<file path="src/rtl/mux_4_arb.sv">
// mux_4_arb: two one-entry channel buffers arbitrated onto a registered 4-bit 2:1 mux (a, b, en).
// Latency: a word offered in cycle n is shown with out_valid in cycle n+2; streams one word per cycle.
// Backpressure: out_ready=0 freezes SEND_x; x_ready = !x_full. Define MUX4_FIXED_PRIO_EN for A-wins ties.
module mux_4_arb (
  input  logic       clk,
  input  logic       rst_n,
  input  logic [3:0] a_in,
  input  logic       a_valid,
  output logic       a_ready,
  input  logic [3:0] b_in,
  input  logic       b_valid,
  output logic       b_ready,
  output logic [3:0] a,
  output logic [3:0] b,
  output logic       en,
  output logic       out_valid,
  input  logic       out_ready
);

  typedef enum logic [1:0] {
    IDLE   = 2'd0,
    SEND_A = 2'd1,
    SEND_B = 2'd2
  } state_t;

  state_t     state;
  state_t     state_nxt;
  logic [3:0] a_buf;
  logic [3:0] b_buf;
  logic       a_full;
  logic       b_full;
  logic       a_take;
  logic       b_take;
  logic       grant_a;
  logic       grant_b;
  logic       eval;

  assign a_ready   = !a_full;
  assign b_ready   = !b_full;
  assign a_take    = a_valid && a_ready;
  assign b_take    = b_valid && b_ready;
  assign out_valid = (state != IDLE);

`ifndef MUX4_FIXED_PRIO_EN
  // 1 when B won the most recent grant, so the next tie goes to A.
  logic last_grant_b;

  always_ff @(posedge clk or negedge rst_n) begin
    if (!rst_n) begin
      last_grant_b <= 1'b1;
    end else if (grant_a) begin
      last_grant_b <= 1'b0;
    end else if (grant_b) begin
      last_grant_b <= 1'b1;
    end
  end
`endif

  // Grant decisions only look at the registered full flags.
  always_comb begin
    grant_a   = 1'b0;
    grant_b   = 1'b0;
    state_nxt = state;
    eval      = (state == IDLE) || out_ready;
    if (eval) begin
      if (a_full && b_full) begin
`ifdef MUX4_FIXED_PRIO_EN
        grant_a = 1'b1;
`else
        grant_a = last_grant_b;
        grant_b = !last_grant_b;
`endif
      end else begin
        grant_a = a_full;
        grant_b = b_full;
      end
      if (grant_a) begin
        state_nxt = SEND_A;
      end else if (grant_b) begin
        state_nxt = SEND_B;
      end else begin
        state_nxt = IDLE;
      end
    end
  end

  always_ff @(posedge clk or negedge rst_n) begin
    if (!rst_n) begin
      state <= IDLE;
    end else begin
      state <= state_nxt;
    end
  end

  // A buffer can only be loaded while empty and only granted while full.
  always_ff @(posedge clk or negedge rst_n) begin
    if (!rst_n) begin
      a_buf  <= 4'h0;
      a_full <= 1'b0;
      b_buf  <= 4'h0;
      b_full <= 1'b0;
    end else begin
      if (a_take) begin
        a_buf  <= a_in;
        a_full <= 1'b1;
      end else if (grant_a) begin
        a_full <= 1'b0;
      end
      if (b_take) begin
        b_buf  <= b_in;
        b_full <= 1'b1;
      end else if (grant_b) begin
        b_full <= 1'b0;
      end
    end
  end

  always_ff @(posedge clk or negedge rst_n) begin
    if (!rst_n) begin
      a  <= 4'h0;
      b  <= 4'h0;
      en <= 1'b0;
    end else if (grant_a) begin
      a  <= a_buf;
      en <= 1'b0;
    end else if (grant_b) begin
      b  <= b_buf;
      en <= 1'b1;
    end
  end

endmodule

</file>
<file path="config.mk">
export PLATFORM = sky130hd
export DESIGN_NAME = mux_4_arb
export DESIGN_NICKNAME = d
export VERILOG_FILES = /design/src/rtl/mux_4_arb.sv
export SDC_FILE = /design/constraint.sdc
export NUM_CORES = 1
export LEC_CHECK = 0
export CORE_MARGIN = 8
export CORE_UTILIZATION = 40
export CTS_CLUSTER_SIZE = 12
export DETAILED_ROUTE_END_ITERATION = 7
export PLACE_DENSITY = 0.72
export SETUP_SLACK_MARGIN = 0.2
export SYNTH_ARGS = -nofsm -noshare
export SYNTH_HDL_FRONTEND = slang
export SYNTH_SLANG_ARGS = --single-unit
</file>
<file path="constraint.sdc">
create_clock -name clk -period 1.3 [get_ports clk]
set_clock_uncertainty 0.05 [all_clocks]
set_input_delay 0.195 -clock clk [delete_from_list [all_inputs] [get_ports clk]]
set_output_delay 0.195 -clock clk [all_outputs]
set_load 0.1 [all_outputs]
</file>
==> results.yml <==
timing:
  setup_slack_ns: -0.0421
  slew_headroom_pct: 75.6
  rsz0062_at_grt: "true"
  finalCritPeriodShare_pct: 103
  maxSlewViolCount: 0
  fmaxAchievable_ghz: 0.745
  setup_viol: 6
  period_needed_ns: 1.34
  hold_viol_final: 0
  worst_pin_slew_ns: 0.364
  tns_ns: -0.153
die:
  core-area_um2: 2130
  initial_utilization_pct: 40.7
  row_count: 17
  die_x_um: 62.5
  io_pins: 25
  die-area_um2: 3910
  die_h_um: 62.5
clocking:
  cts_sinks: 22
  h-tree-depth: 1
  root_buffer: "clkbuf_4"
  cts_tree: "built"
  path_clk_slew_ns: 0.12
  cts_buffer_depth: 2
  worstSkewPairLatency_ns: 0.30
  cts_made_buffers: 3
worst_setup_path:
  critPathRequiredTime_ns: 1.05
  critPathKind: "flip-flop to output pin"
  endpoint_kind: "output pin"
  crit_slowest_cell: "dfrtp_2"
  critPathMaxStageDelay_ns: 0.47
  startpoint_type: "flip-flop"
  crit_chain: "inv_8 > buf_6 > buf_12"
  worstPathMaxFanout: 3
  worst_ep_arrival_time_ns: 1.10
placement:
  place_hpwl_mm: 1.33
  placed_cell_area_um2: 1370
  portBuffers: 24
  gp_congestion: 0.638
logic_synthesis:
  netlist_area_um2: 866
  yosysWarnings: 0
  seq_area_frac_synth_pct: 63.7
  avgSynthCellArea_um2: 15.7
  synthCells: 55
  synthDistinctLibCells: 14
  syn_nets: 68
  ys_ff_latch: 22
finish:
  drive_gt1_share_pct: 69.8
  final_cell_area_um2: 1510
  num_antenna_cells: 0
  utilization_pct: 70.8
  nFillCells: 150
  nets: 110
  areaGrowthSynthToFinish_pct: 74.0
global_routing:
  grt_util_all_layers_pct: 10.0
  antenna_found_initial: 0
  grt_pass1_vias: 688
  grt_overflow: 0
  grt_start_max_net_pins: 23
  grt_first_pass_wirelength_mm: 3.24
drt:
  drtAntennaViolNets: 0
  drt-initial-drc-count: 1
  first_pass_iters: 2
  wl_mm: 1.92
  num_vias: 582
  drt-wirelength-per-cell_um: 15.5
  drc: 0
  viasPerCell: 4.69
flow_run:
  drv_cap: 0
status:
  violations: "setup timing"
  status: "finished, violations left"
hold_path:
  hold_path.class: "input port to asynchronous set/reset pin"
area by class of cell:
class	instances	area, µm²	share of cell area, %
Sequential cell	22	561	37.2
Timing Repair Buffer	37	473	31.4
Tap cell	28	35.0	2.33
Clock buffer	4	26.3	1.74
Inverter	4	26.3	1.74
Multi-Input combinational cell	29	385	25.6
metal layers:
layer / up-vias / part of all wire, % / GRT usage [%]
li1: 269 / - / -
met1: 289 / 42 / 10.8
met2: 22 / 50 / 17.3
met3: 2 / 7.0 / 4.48
met4: 0 / 0.31 / 2.56
met5: - / 0 / 0
synthesized netlist by cell type:
| library cell | instances | share of area (%) |
|---|---|---|
| o21ai_0 | 2 | 1.2 |
| nor2b_2 | 1 | 1.0 |
| a21bo_2 | 2 | 2.3 |
| o21a_1 | 2 | 1.7 |
| o21bai_4 | 1 | 2.2 |
| inv_1 | 3 | 1.3 |
| inv_2 | 1 | 0.43 |
| nand2_1 | 2 | 0.87 |
| dfstp_2 | 1 | 3.0 |
| and2b_1 | 1 | 0.87 |
| dfrtp_1 | 21 | 61 |
| mux2_2 | 16 | 21 |
| o211ai_4 | 1 | 2.5 |
| nand3_2 | 1 | 1.2 |
worst paths after layout:
kind / start / to / slack (ns) / depth (start not counted)
worst min register to register: a_buf[2] / a[2] / 0.47 / 1
max in group asynchronous: rst_n / last_grant_b / 0.75 / 2
worst max register to register: b_full / a[2] / -0.03 / 3
worst max-delay path: b_full / b_ready / -0.04 / 3
min in group clk: b_in[1] / b_buf[1] / 0.45 / 2
worst min-delay path: rst_n / a[3] / 0.18 / 2
placed cells by master (no fill, tap or decap):
cell,n
clkbuf_4,3
o21bai_4,1
o21a_1,2
buf_4,9
a21bo_2,2
clkbuf_1,1
buf_6,4
clkinvlp_4,1
o211ai_4,1
o21ai_2,2
nand3_4,1
mux2_4,16
dfrtp_2,7
buf_12,12
nand2_2,2
clkdlybuf4s50_1,12
nor2b_4,1
inv_8,1
dfstp_2,1
dfrtp_1,14
and2b_2,1
inv_2,2
worst max-delay path, delay by kind of cell, from the launching register on:
kind / cells / cell delay (ns)
buffers and inverters: 3 / 0.32
flip-flops: 1 / 0.47
per-stage QoR:
step	worst slack (ns)	cells	hold WS [ns]
3_3_place_gp	-0.244	112	0.439
5_1_grt	-0.0985	124	0.195
4_1_cts	-0.0588	122	0.176
2_1_floorplan	-0.0163	55	-0.151
6_report	-0.0421	124	0.180
3_5_place_dp	-0.294	112	0.446
repair_timing:
action / in CTS / in global routing
pin swaps: 7 / 4
setup endpoints to repair: 33 / 34
resized for setup: 16 / 2
setup buffers: 6 / 2
gates cloned: 0 / 0
hold buffers: 0 / 0
sequential cells by signal (all words and copies together), names as in the netlist:
name / flops
a: 4
state: 2
a_full: 1
b: 4
last_grant_b: 1
a_buf: 4
b_buf: 4
b_full: 1
en: 1
cell families after synthesis:
logic type / share of synthesized area, %
DFF: 63.7
muxes: 20.8
AOI/OAI and AO/OA: 9.83
and+or+nand+nor: 3.90
buffers and inverters: 1.73
Power is not shown: default switching activity piles up to over one toggle a cycle in this logic, so the estimate is an artifact.
